==> src/rtl/input_frontend.sv <==
// Button/switch front end for cpu_core: synchronizes the raw inputs, debounces the
// push-button and latches the instruction switches once per accepted press.
module input_frontend #(
  parameter int unsigned DEBOUNCE_CYCLES = 50000,
  parameter int unsigned SYNC_STAGES     = 2
) (
  input  logic        clk,
  input  logic        rstn,
  input  logic        btn_raw,
  input  logic [15:0] sw,
  input  logic        busy,
  output logic [3:0]  opcode,
  output logic [11:0] instr,
  output logic        btn_edge,
  output logic        btn_level,
  output logic        btn_drop
);

  localparam int unsigned CW = (DEBOUNCE_CYCLES > 1) ? $clog2(DEBOUNCE_CYCLES) : 1;
  localparam logic [CW-1:0] CNT_LAST = CW'(DEBOUNCE_CYCLES - 1);

  typedef enum logic [1:0] {
    IDLE         = 2'd0,
    PRESS_WAIT   = 2'd1,
    PRESSED      = 2'd2,
    RELEASE_WAIT = 2'd3
  } state_e;

  logic [SYNC_STAGES-1:0]       btn_sync_q;
  logic [SYNC_STAGES-1:0][15:0] sw_sync_q;
  logic                         btn_s;
  logic [15:0]                  sw_s;

  state_e        state_q;
  logic [CW-1:0] cnt_q;
  logic [3:0]    opcode_q;
  logic [11:0]   instr_q;
  logic          edge_q;
  logic          drop_q;
  logic          level_q;

  // Synchronizer chains; only the last stage is used downstream.
  always_ff @(posedge clk or negedge rstn) begin
    if (!rstn) begin
      btn_sync_q <= '0;
      sw_sync_q  <= '0;
    end else begin
      btn_sync_q <= {btn_sync_q[SYNC_STAGES-2:0], btn_raw};
      sw_sync_q  <= {sw_sync_q[SYNC_STAGES-2:0], sw};
    end
  end

  assign btn_s = btn_sync_q[SYNC_STAGES-1];
  assign sw_s  = sw_sync_q[SYNC_STAGES-1];

  // Debounce FSM with registered pulses, level and instruction latch.
  always_ff @(posedge clk or negedge rstn) begin
    if (!rstn) begin
      state_q  <= IDLE;
      cnt_q    <= '0;
      opcode_q <= 4'd0;
      instr_q  <= 12'd0;
      edge_q   <= 1'b0;
      drop_q   <= 1'b0;
      level_q  <= 1'b0;
    end else begin
      edge_q <= 1'b0;
      drop_q <= 1'b0;
      case (state_q)
        IDLE: begin
          if (btn_s) begin
            state_q <= PRESS_WAIT;
            cnt_q   <= '0;
          end else begin
            cnt_q <= '0;
          end
        end
        PRESS_WAIT: begin
          if (!btn_s) begin
            state_q <= IDLE;
            cnt_q   <= '0;
          end else if (cnt_q == CNT_LAST) begin
            state_q <= PRESSED;
            level_q <= 1'b1;
            // busy only matters here: a press during execution is flagged, not latched
            if (busy) begin
              drop_q <= 1'b1;
            end else begin
              edge_q   <= 1'b1;
              opcode_q <= sw_s[15:12];
              instr_q  <= sw_s[11:0];
            end
          end else begin
            cnt_q <= cnt_q + CW'(1);
          end
        end
        PRESSED: begin
          if (!btn_s) begin
            state_q <= RELEASE_WAIT;
            cnt_q   <= '0;
          end else begin
            state_q <= PRESSED;
          end
        end
        RELEASE_WAIT: begin
          if (btn_s) begin
            state_q <= PRESSED;
          end else if (cnt_q == CNT_LAST) begin
            state_q <= IDLE;
            level_q <= 1'b0;
            cnt_q   <= '0;
          end else begin
            cnt_q <= cnt_q + CW'(1);
          end
        end
        default: begin
          state_q <= IDLE;
          level_q <= 1'b0;
          cnt_q   <= '0;
        end
      endcase
    end
  end

  assign opcode    = opcode_q;
  assign instr     = instr_q;
  assign btn_edge  = edge_q;
  assign btn_drop  = drop_q;
  assign btn_level = level_q;

endmodule

==> config.mk <==
export PLATFORM = sky130hd
export DESIGN_NAME = input_frontend
export DESIGN_NICKNAME = d
export VERILOG_FILES = /design/src/rtl/input_frontend.sv
export SDC_FILE = /design/constraint.sdc
export NUM_CORES = 1
export LEC_CHECK = 0
export CORE_MARGIN = 2
export CORE_UTILIZATION = 48
export DETAILED_ROUTE_END_ITERATION = 6
export PLACE_DENSITY = 0.76
export SLEW_MARGIN = 5
export SYNTH_ARGS = -nofsm -noshare
export SYNTH_HDL_FRONTEND = slang
export SYNTH_SLANG_ARGS = --single-unit
export TNS_END_PERCENT = 20
==> constraint.sdc <==
create_clock -name clk -period 2 [get_ports clk]
set_input_delay 0.2 -clock clk [delete_from_list [all_inputs] [get_ports clk]]
set_output_delay 0.2 -clock clk [all_outputs]
set_load 0.005 [all_outputs]
======== After elaboration in Yosys (flattened, before gate mapping) ========
Cells that the tools add are included.
W data, S select, Z words.
cells by class
  add/subtract/negate cells ............... 1
  multiply operators ...................... 0
  reduce and logical (&&, ||, !) cells .... 6
  muxes and demuxes ....................... 26
  eq/ne operators ......................... 13
  bitwise operators ....................... 1
  shifts and indexed selects .............. 0
  order comparisons ....................... 0
  div/mod/pow operators ................... 0
operator list
  operator                 number
  $mux W16                 5
  $pmux W16 S4             1
  $add A16 B1 Y16 const B  1
  $eq A16 B16 Y1 const B   1
  $mux W1                  13
  $ne A2 B2 Y1 const B     6
  $mux W2                  5
  $ne A3 B3 Y1 const B     3
  $pmux W2 S4              1
  $reduce_and A3 Y1        2
  $reduce_and A5 Y1        1
  $eq A2 B2 Y1 const B     2
  $reduce_and A4 Y1        1
  $eq A2 B1 Y1 const B     1
  $logic_not A2 Y1         1
  $pmux W1 S2              1
  $reduce_bool A2 Y1       1
  $not A1 Y1               1
storage, ports and cells
  bits in writable memories ............... 0
  register bits after elaboration ......... 71
  memory bits (read-only) ................. 0
  logic and storage cells ................. 57
  memories kept ........................... 0
  bits in latches ......................... 0

======== Logic depth before layout (Yosys ltp) ========
Gate-level depths: netlist of run 1.
  word-level depth ........................ 4
  mapped depth ............................ 7
  gate-level depth less buffers ........... 6

======== Least setup slack after synthesis of run 1 ========
Ideal clock, no wire load.
  path kind ............................... register -> register
  start point ............................. register cnt_q[5]
  end point ............................... register instr_q[10], in the netlist instr[10]
  arrival time ............................ 1.823 ns
  stages on the path, launching flop included .. 6
  slack ................................... 0.052 ns
  library setup time ...................... 0.125 ns
  buffers on the path ..................... 1
  data required time ...................... 1.875 ns
  clock period less this slack ............ 1.948 ns
  cell sequence ........................... dfrtp_1 nor4_4 nand4bb_4 nor3_4 buf_6 mux2_2
on the way
  cells in the longest elaborated chain, start to end .. 2
RTL lines
  element                      line  text
  start, declared              35    logic [CW-1:0] cnt_q;
  start signal, assigned       94    cnt_q <= cnt_q + CW'(1);
  start signal, assigned       113   cnt_q <= cnt_q + CW'(1);
  $eq A16 B16 Y1               82    end else if (cnt_q == CNT_LAST) begin
  $reduce_and A4 Y1 (no line)  -
  end signal, assigned         91    instr_q <= sw_s[11:0];
  end, declared                37    logic [11:0] instr_q;
No other way between the ends.
A chain may end at the register's enable or synchronous reset.

======== Worst setup path in the final report of run 1 ========
  start point ............................. register cnt_q[0]
  end point ............................... register instr_q[10], in the netlist instr[10]
The elaborated chain is that of the path after synthesis.

==> results of run 1 <==
cell families (layout without fill, tap and decap cells):
logic type | count (synthesis) | in the layout | share of synthesized area, %
DFF | 71 | 71 | 67.7
muxes | 18 | 18 | 7.68
xor gates and xnor gates | 1 | 1 | 0.334
and+or+nand+nor | 63 | 63 | 13.6
buffers and inverters | 13 | 70 | 2.34
adders and majority gates | 1 | 1 | 0.477
AOI/OAI and AO/OA | 33 | 33 | 7.78
path summary, 6_finish.rpt:
kind                               from             to  slack (ns)  depth (start not counted)
min in group asynchronous          rstn       sw_s[12]        0.31                          2
setup reg to reg               cnt_q[0]      instr[10]        0.07                          6
hold reg to reg            sw_sync_q[5]        sw_s[5]        0.35                          0
setup / recovery               cnt_q[0]      instr[10]        0.07                          6
max in group asynchronous          rstn       cnt_q[3]        1.09                          3
hold / removal                   sw[14]  sw_sync_q[14]        0.30                          1
metrics by stage:
stage          power (uW)  cell area [um2]  utilization [%]
5_1_grt              2780             3360             64.6
6_report             2650             3360             64.6
3_5_place_dp         1610             3150             60.6
2_1_floorplan        1530             2620                -
4_1_cts              2690             3350             64.3
3_3_place_gp         1610             3150             60.6
synth_stat cells, types with 2 or more instances:
cell,number
a21oi_1,9
a22o_1,2
a31oi_1,2
a41oi_1,2
and3_1,2
clkbuf_1,2
dfrtp_1,71
inv_1,8
mux2_2,17
nand2_1,20
nand3_1,10
nand4_1,4
nor2_1,10
nor3_1,4
o21ai_0,13
o311ai_0,2
or3_1,5
placed cells by master, fill, tap and decap left out, types with 3 or more instances in the layout:
cell type,netlist,layout
clkbuf_8,0,10
nand4_1,4,4
o21ai_0,13,12
dfrtp_1,71,71
inv_1,8,8
nor2_1,10,10
nor3_1,4,4
nand3_1,10,10
nand2_1,20,20
or3_1,5,5
a21oi_1,9,9
clkdlybuf4s50_1,0,37
buf_4,1,6
mux2_2,17,17
buf_12,0,3
routing by layer:
| metal | wire, um | vias to the layer above | track usage, % |
|---|---|---|---|
| met1 | 1980 | 853 | 21.5 |
| met3 | 245 | 12 | 6.16 |
| met5 | 0 | - | 0 |
| li1 | - | 811 | - |
| met2 | 2310 | 57 | 25.9 |
| met4 | 106 | 0 | 7.89 |
timing repair:
item	4_1_cts	5_1_grt
setup endpoints to repair	0	18
resized for setup	0	3
endpoints found under the hold margin	15	0
setup buffers	0	1
hold buffers	1	0
final cells by class:
type                       instances  area, um2
fill                             399       1840
sequential                        71       1780
multi-input combinational        116        793
timing repair buffer              48        490
clock buffer                      10        138
tap                               70       87.6
clock inverter                     4       47.5
inverter                           8       30.0
power groups by stage:
stage	Sequential (uW)	Clock, uW	Combinational (uW)
after floorplan	1510	0	20.9
final	1490	1070	97.3
after global routing	1490	1180	110
after detailed placement	1510	0	95.7
after CTS	1490	1110	98.0
after global placement	1510	0	94.8
flip-flops by register name, indices dropped and copies added, names as in the netlist, named ones only:
signal	cells
btn_drop	1
btn_edge	1
btn_level	1
btn_sync_q	2
cnt_q	16
instr	12
opcode	4
state_q	1
sw_s	16
sw_sync_q	16
==> implementation parameters, run 1 <==
Parameter                              Value

Timing
  Hold_ws    0.300 ns
  Slew Viols, Final    0
  Relative slew slack    66.8%
  Crit share post-route    96.6%
  Timing-limited maximum frequency    518 MHz
  Transition time of the tightest slew-check pin    0.496 ns
  Worst-case clock skew    0.00723 ns
  PnR worst setup slack    0.0686 ns
  Setup TNS    0 ns
  Period minus WS final    1.93 ns
  Count of endpoints failing setup in the final report    0
  Number of hold-slack violations in the final timing report    0

Setup path
  Worst-path cell with the longest stage delay    dfrtp_1
  Largest delay share family, worst path    simple AND/OR/NAND/NOR gates
  Worst-path fanout max    16
  Critical path launch point type    flop
  Data required time of the critical path    2.22 ns
  Worst path bufs/invs    1
  Delay of the slowest cell on the worst path    0.41 ns
  Cell-by-cell trace of the critical path    ha_1 -> and4_2 -> nand4bb_4 -> nor3_4 -> buf_12 -> mux2_2
  Worst setup path category    reg -> reg
  Arrival time worst endpoint    2.15 ns
  Crit end category    flop

Yosys
  Netlist area before placement    0.00262 mm2
  Number of enable-type register cells in the synthesized netlist    0
  Area share of the largest cell type after synthesis    67.7%
  Number of distinct standard cells referenced by the synthesized netlist    34
  Dominant cell type by area after synthesis    dfrtp_1
  Synthesized flop and latch total    71
  Nets in the synthesized netlist    221
  Top cells by area in the synthesized netlist    dfrtp_1 68%, mux2_2 7.3%, nand2_1 2.9%
  Post-synthesis average cell area    13.1 um2
  Synthesized instance count    200
  Post-synth top flop    dfrtp_1
  Syn. warnings    0
  Asr flop ratio synth    100%
  Sequential element share of the synthesized area    67.7%

Drt
  Total number of vias    1,733
  Routed length per placed instance    14.2 um
  Iteration count of the initial detailed-routing pass    4
  Post-route ant nets    0
  Via density per instance    5.30
  Drt total wl    4.64 mm
  Iter 0 DRT Violations    88
  Post-route DRC    0

Power
  Part of the power in combinational logic    3.7%
  Ratio of total power to cell area    789 mW/mm2
  Clock group share of total power    40.3%
  Net switching fraction of the power    20.4%
  Internal portion of total power    2110 uW
  Reported leakage power    0.00146 uW
  Max IR drop VDD    0.000626 V
  Net load switching power    541 uW
  Sequential share of power    56.1%

Global routing
  Total global-route track usage    16.9%
  Largest net degree at the start of global routing    57
  Wire length of the first global-routing pass    7.67 mm
  Number of global-route vias before repair    1,653
  Number of antenna violations at the first check in global routing    0
  GR Overflow Total    0

CTS
  Clock slew at the register clock pins of the worst setup and hold paths    0.07 ns
  Library cell used as clock root buffer    clkbuf_8
  Number of buffers on the longest clock path    2
  Num CTS Buffers    9
  Number of clock sinks    71
  Clock tree from TritonCTS    yes
  Depth of the CTS H-tree    3
  Clock Latency Late Sink    0.34 ns

Worst hold path
  Kind of path behind the tightest hold check    in -> reg

Place
  Number of cells after detailed placement    311
  Number of I/O port buffers    38
  Half-perimeter wire length after placement    3.09 mm
  Pre-CTS setup slack    0.0599 ns
  GPL Wtd Cong    0.825

Floorplanning
  Initial standard-cell utilization of the core    50.4%
  Number of top-level pins    39
  Area inside the core boundary    0.00520 mm2
  Width of the die    77.9 um
  Die area    0.00607 mm2
  Standard-cell row count    26
  Die extent in y    77.9 um

Cells and area
  Final-stage net count    275
  Final Instance Count excl. Fillers    327
  Share of final-layout standard cells stronger than drive strength 1    19.1%
  # diodes    0
  Area delta synth->final    28.2%

Status
  Status    finished clean

Job
  Max-cap violations    0
Note: power is estimated with default switching activity, not from simulation.
==> run 2: changes to the inputs <==
--- a/config.mk
+++ b/config.mk
@@ -8,6 +8,7 @@
 export CORE_MARGIN = 2
 export CORE_UTILIZATION = 48
 export DETAILED_ROUTE_END_ITERATION = 6
+export GPL_TIMING_DRIVEN = 0
 export PLACE_DENSITY = 0.76
 export SLEW_MARGIN = 5
 export SYNTH_ARGS = -nofsm -noshare
==> implementation parameters, run 2 (synthesis gave the netlist of run 1 again) <==
Parameter                              Value

Setup path
  Cell count of the worst reg-to-reg path    5 (-1)
  Worst setup path category    reg -> reg
  Delay of the slowest cell on the worst path    0.46 ns (+0.05 ns)
  Arrival time worst endpoint    2.11 ns (-0.04 ns)
  Worst path bufs/invs    1 (unchanged)
  Endpoint of the most critical register-to-register path    instr[10]
  Startpoint of the most critical register-to-register path    cnt_q[5]
  Worst setup slack for register-to-register paths    0.12 ns (+0.05 ns)
  Largest delay share family, worst path    simple AND/OR/NAND/NOR gates
  Cell-by-cell trace of the critical path    nor4_4 -> nand4bb_4 -> nor3_4 -> buf_6 -> mux2_2
  Data required time of the critical path    2.22 ns (about the same)
  Crit end category    flop
  Worst-path cell with the longest stage delay    dfrtp_2
  Worst-path fanout max    10 (-6)
  Critical path launch point type    flop

Drt
  Post-route ant nets    0 (unchanged)
  Via density per instance    5.08 (-4.2%)
  Wl on met1    2.04 mm (+3.0%)
  Met3 Wirelength    218 um (-11%)
  Uppermost signal routing layer after detailed routing    met4
  Drt total wl    4.49 mm (-3.2%)
  Routed length per placed instance    13.7 um (-3.5%)
  Iter 0 DRT Violations    102 (+16%)
  Post-route DRC    0 (unchanged)
  Total number of vias    1,666 (-3.9%)
  Iteration count of the initial detailed-routing pass    4 (unchanged)
  Met2 routed wirelength    2.17 mm (-6.1%)

Cells and area
  Final Instance Count excl. Fillers    328 (+0.31%)
  Leading cell types in the layout, fill and taps excluded    69 x dfrtp_1, 37 x clkdlybuf4s50_1, 20 x nand2_1, 17 x mux2_2, 13 x o21ai_0
  Area delta synth->final    28.4%
  Most common cell after layout, fill and taps aside    dfrtp_1
  # diodes    0 (unchanged)
  Final-stage net count    274 (-0.36%)
  Share of final-layout standard cells stronger than drive strength 1    20.9% (+1.9 points)

Global routing
  Largest net degree at the start of global routing    72 (+26%)
  Total global-route track usage    16.9% (about the same)
  Number of antenna violations at the first check in global routing    0 (unchanged)
  GR Overflow Total    0 (unchanged)
  Wire length of the first global-routing pass    7.60 mm (-0.99%)
  Number of global-route vias before repair    1,578 (-4.5%)

Timing
  Setup TNS    0 ns (unchanged)
  Relative slew slack    44.6% (-22 points)
  Period minus WS final    1.88 ns (-0.0465 ns)
  Crit share post-route    94.2% (-2.3 points)
  Slew Viols, Final    0 (unchanged)
  Worst-case clock skew    0.0116 ns (+0.00434 ns)
  RSZ-0062 raised after global routing    true
  Number of hold-slack violations in the final timing report    0 (unchanged)
  Transition time of the tightest slew-check pin    0.831 ns (+0.335 ns)
  Count of endpoints failing setup in the final report    0 (unchanged)
  Timing-limited maximum frequency    531 MHz (+2.5%)

Floorplanning
  Width of the die    77.9 um (unchanged)
  Number of top-level pins    39 (unchanged)
  Area inside the core boundary    0.00520 mm2 (unchanged)
  Initial standard-cell utilization of the core    50.4% (unchanged)
  Standard-cell row count    26 (unchanged)
  Die extent in y    77.9 um (unchanged)
  Die area    0.00607 mm2 (unchanged)

Place
  Half-perimeter wire length after placement    2.98 mm (-3.4%)
  Number of I/O port buffers    38 (unchanged)
  GPL Wtd Cong    0.768 (-7.0%)
  Number of cells after detailed placement    308 (-0.96%)

Power
  Max IR drop VDD    0.000495 V (-21%)
  Internal portion of total power    2110 uW (-0.32%)
  Reported leakage power    0.00145 uW (-0.85%)
  Ratio of total power to cell area    807 mW/mm2 (+2.3%)
  Part of the power in combinational logic    3.6% (about the same)
  Sequential share of power    54.5% (-1.6 points)
  Net load switching power    613 uW (+13%)
  Net switching fraction of the power    22.5% (+2.2 points)
  Clock group share of total power    41.9% (+1.6 points)

CTS
  Num CTS Buffers    9 (unchanged)
  Number of clock sinks    71 (unchanged)
  Depth of the CTS H-tree    3 (unchanged)
  Clock Latency Late Sink    0.35 ns (about the same)
  Clock tree from TritonCTS    yes
  Clock slew at the register clock pins of the worst setup and hold paths    0.08 ns (about the same)
  Library cell used as clock root buffer    clkbuf_8
  Number of buffers on the longest clock path    2 (unchanged)

Worst hold path
  End of the worst hold path    sw_sync_q[14]
  Kind of path behind the tightest hold check    in -> reg
  Startpoint of the worst hold path    sw[14]
  Hold Path Cell Cnt    1 (unchanged)

Job
  Max-cap violations    0 (unchanged)

Status
  Status    finished clean
==> run 2: final cells by class <==
| class | count | area (um2) |
|---|---|---|
| inverter | 8 | 30.0 |
| tap | 70 | 87.6 |
| timing repair buffer | 43 | 418 |
| clock inverter | 7 | 80.1 |
| fill | 384 | 1840 |
| buffer | 4 | 28.8 |
| multi-input combinational | 116 | 820 |
| clock buffer | 9 | 124 |
| sequential | 71 | 1780 |
==> run 2: power by group through the flow <==
stage | registers (uW) | logic (uW) | clock network, uW
6_report | 1480 | 97.1 | 1140
5_1_grt | 1490 | 110 | 1250
4_1_cts | 1480 | 97.3 | 1170
3_5_place_dp | 1510 | 91.8 | 0
3_3_place_gp | 1510 | 91.0 | 0
2_1_floorplan | 1510 | 20.9 | 0
==> run 2: metal layers <==
| metal | vias to the layer above | global-route usage [%] |
|---|---|---|
| met5 | - | 0 |
| met4 | 0 | 6.49 |
| met3 | 7 | 6.98 |
| met2 | 39 | 25.7 |
| met1 | 807 | 21.8 |
| li1 | 813 | - |
==> run 2: timing repair <==
item | 4_1_cts | 5_1_grt
hold buffers | 1 | 0
resized for setup | 3 | 8
setup endpoints to repair | 30 | 30
endpoints found under the hold margin | 48 | 0
pin swaps | 2 | 3
buffers inserted | 3 | 1
==> run 2: how the worst max path moves through the flow <==
stage / depth (start not counted) / endpoint / from / slack [ns]
6_report: 5 / instr[10] / cnt_q[5] / 0.12
2_1_floorplan: 5 / instr[10] / cnt_q[5] / 0.05
4_1_cts: 6 / instr[10] / cnt_q[1] / -0.02
5_1_grt: 5 / instr[10] / cnt_q[5] / -0.01
3_5_place_dp: 5 / instr[10] / cnt_q[5] / -0.22
3_3_place_gp: 1 / cnt_q[1] / rstn / -1.55
==> run 2: per-stage QoR <==
stage / power [uW] / hold WS, ns / instance area (um2) / setup WS, ns / util, %
CTS: 2750 / 0.268 / 3340 / -0.0178 / 64.2
finish: 2720 / 0.282 / 3370 / 0.115 / 64.7
global placement: 1600 / 0.332 / 3090 / -1.55 / 59.4
detailed placement: 1600 / 0.336 / 3090 / -0.220 / 59.3
global route: 2840 / 0.261 / 3370 / -0.00953 / 64.7
floorplan: 1530 / -0.0956 / 2620 / 0.0520 / -
==> run 3: changes to the inputs <==
--- a/config.mk
+++ b/config.mk
@@ -10,6 +10,7 @@
 export DETAILED_ROUTE_END_ITERATION = 6
 export GPL_TIMING_DRIVEN = 0
 export PLACE_DENSITY = 0.76
+export SKIP_LAST_GASP = 1
 export SLEW_MARGIN = 5
 export SYNTH_ARGS = -nofsm -noshare
 export SYNTH_HDL_FRONTEND = slang
==> implementation parameters, run 3 (synthesis gave the netlist of run 1 again) <==
Parameter                              Value

Status
  Status    finished clean

Setup path
  Delay of the slowest cell on the worst path    0.40 ns (-0.06 ns)
  Worst setup startpoint    cnt_q[1]
  Cell-by-cell trace of the critical path    ha_1 -> and4_2 -> nand4bb_4 -> nor3_4 -> buf_6 -> mux2_2
  Critical path launch point type    flop
  Worst-path fanout max    10 (unchanged)
  Arrival time worst endpoint    2.21 ns (+0.10 ns)
  Startpoint of the most critical register-to-register path    cnt_q[1]
  Data required time of the critical path    2.22 ns (about the same)
  Worst setup path category    reg -> reg
  Crit end category    flop
  Worst-path cell with the longest stage delay    dfrtp_1

Drt
  Total number of vias    1,675 (+0.54%)
  Routed length per placed instance    13.6 um (-0.73%)
  Iter 0 DRT Violations    119 (+17%)
  Post-route DRC    0 (unchanged)
  Post-route ant nets    0 (unchanged)
  Drt total wl    4.46 mm (-0.73%)
  Iteration count of the initial detailed-routing pass    5 (+1)
  Via density per instance    5.11 (+0.54%)

Global routing
  Number of global-route vias before repair    1,575 (-0.19%)
  Total global-route track usage    16.9% (-0.050 points)
  GR Overflow Total    0 (unchanged)
  Largest net degree at the start of global routing    72 (unchanged)
  Wire length of the first global-routing pass    7.57 mm (-0.36%)
  Number of antenna violations at the first check in global routing    0 (unchanged)

Power
  Clock group share of total power    41.9% (about the same)
  Max IR drop VDD    0.000498 V (+0.64%)
  Net load switching power    610 uW (-0.39%)
  Reported leakage power    0.00145 uW (+0.16%)
  Internal portion of total power    2100 uW (about the same)
  Net switching fraction of the power    22.5% (-0.057 points)
  Sequential share of power    54.6% (about the same)
  Ratio of total power to cell area    810 mW/mm2 (+0.34%)
  Part of the power in combinational logic    3.5% (about the same)

Cells and area
  Share of final-layout standard cells stronger than drive strength 1    19.4% (-1.6 points)
  Non-Filler Cell Area, Final    0.00335 mm2 (-0.48%)
  Leading cell types in the layout, fill and taps excluded    71 x dfrtp_1, 37 x clkdlybuf4s50_1, 20 x nand2_1, 17 x mux2_2, 13 x o21ai_0
  Final Instance Count excl. Fillers    328 (unchanged)
  Area delta synth->final    27.8%
  Final-layout fill cell count    391 (+1.8%)
  Most common cell after layout, fill and taps aside    dfrtp_1
  # diodes    0 (unchanged)
  Final-stage net count    274 (unchanged)

CTS
  Number of clock sinks    71 (unchanged)
  Clock Latency Late Sink    0.34 ns (about the same)
  Library cell used as clock root buffer    clkbuf_8
  Clock slew at the register clock pins of the worst setup and hold paths    0.08 ns (about the same)
  Num CTS Buffers    9 (unchanged)
  Depth of the CTS H-tree    3 (unchanged)
  Number of buffers on the longest clock path    2 (unchanged)
  Clock tree from TritonCTS    yes

Timing
  Period minus WS final    1.99 ns (+0.104 ns)
  Relative slew slack    44.7% (+0.13 points)
  Timing-limited maximum frequency    503 MHz (-5.2%)
  PnR worst setup slack    0.0113 ns (-0.104 ns)
  Worst-case clock skew    0.0113 ns (-0.000266 ns)
  Count of endpoints failing setup in the final report    0 (unchanged)
  Transition time of the tightest slew-check pin    0.829 ns (-0.00193 ns)
  Number of hold-slack violations in the final timing report    0 (unchanged)
  Crit share post-route    99.4% (+5.2 points)
  RSZ-0062 raised after global routing    true
  Slew Viols, Final    0 (unchanged)

Place
  Number of cells after detailed placement    308 (unchanged)
  Placed cell areas    0.00309 mm2 (unchanged)
  Number of I/O port buffers    38 (unchanged)
  Pre-CTS setup slack    -0.220 ns (unchanged)
  GPL Wtd Cong    0.768 (unchanged)
  Half-perimeter wire length after placement    2.98 mm (unchanged)

Floorplanning
  Initial standard-cell utilization of the core    50.4% (unchanged)
  Width of the die    77.9 um (unchanged)
  Standard-cell row count    26 (unchanged)
  Number of top-level pins    39 (unchanged)
  Die extent in y    77.9 um (unchanged)
  Die area    0.00607 mm2 (unchanged)
  Area inside the core boundary    0.00520 mm2 (unchanged)

Worst hold path
  Startpoint of the worst hold path    sw[14]
  Kind of path behind the tightest hold check    in -> reg

Job
  Max-cap violations    0 (unchanged)
-- run 3: cell counts in the layout (fill, tap and decap cells not counted) --
No cell type changed its count.
-- run 3: critical path, delay by kind of cell, from the launching register on --
family        cells  cell delay (ns)
buf+inv           1             0.18
mux               1             0.34
fa+ha+maj         1             0.22
simple gates      3             0.72
flops             1             0.40
-- run 3: final cells by class --
type                       instances  area [um2]  area share [%]
clock inverter                     7        80.1            2.39
multi-input combinational        116         807            24.1
inverter                           8        30.0           0.896
sequential                        71        1780            53.0
tap                               70        87.6            2.61
buffer                             4        27.5           0.822
clock buffer                       9         124            3.70
timing repair buffer              43         418            12.5
-- run 3: power groups by stage --
stage	Sequential, uW	Combinational, uW	Clock [uW]
floorplan	1510	20.9	0
detailed placement	1510	91.8	0
finish	1480	94.6	1140
global placement	1510	91.0	0
global route	1490	107	1250
CTS	1480	96.9	1170
-- run 3: through the flow --
step           TNS (ns)  hold slack [ns]  power, uW  utilization, %
2_1_floorplan         0          -0.0956       1530               -
3_3_place_gp    -112.17            0.332       1600            59.4
3_5_place_dp      -3.17            0.336       1600            59.3
4_1_cts         -0.0658            0.268       2750            64.0
5_1_grt           -1.71            0.261       2840            64.4
6_report              0            0.284       2710            64.4
-- run 3: timing repair --
item                                    4_1_cts  5_1_grt
endpoints found under the setup margin       30       31
pin swaps                                     2        1
buffers inserted                              3        1
resized for setup                             2        2
hold endpoints to repair                     48        0
hold buffers                                  1        0
-- run 3: metal layers --
layer  GRT usage [%]  wire length [um]  vias up
met5               0                 0        -
met4            6.49                66        0
met3            6.98               241        7
met2            25.7              2160       44
met1            21.6              1990      814
li1                -                 -      810
-- run 3: final timing paths --
check | end | slack, ns | depth (start not counted)
min in group asynchronous | sw_sync_q[0] | 0.51 | 2
hold reg to reg | sw_s[10] | 0.35 | 0
hold / removal | sw_sync_q[14] | 0.28 | 1
setup / recovery | instr[10] | 0.01 | 6
max in group asynchronous | cnt_q[3] | 0.95 | 2
setup reg to reg | instr[10] | 0.01 | 6
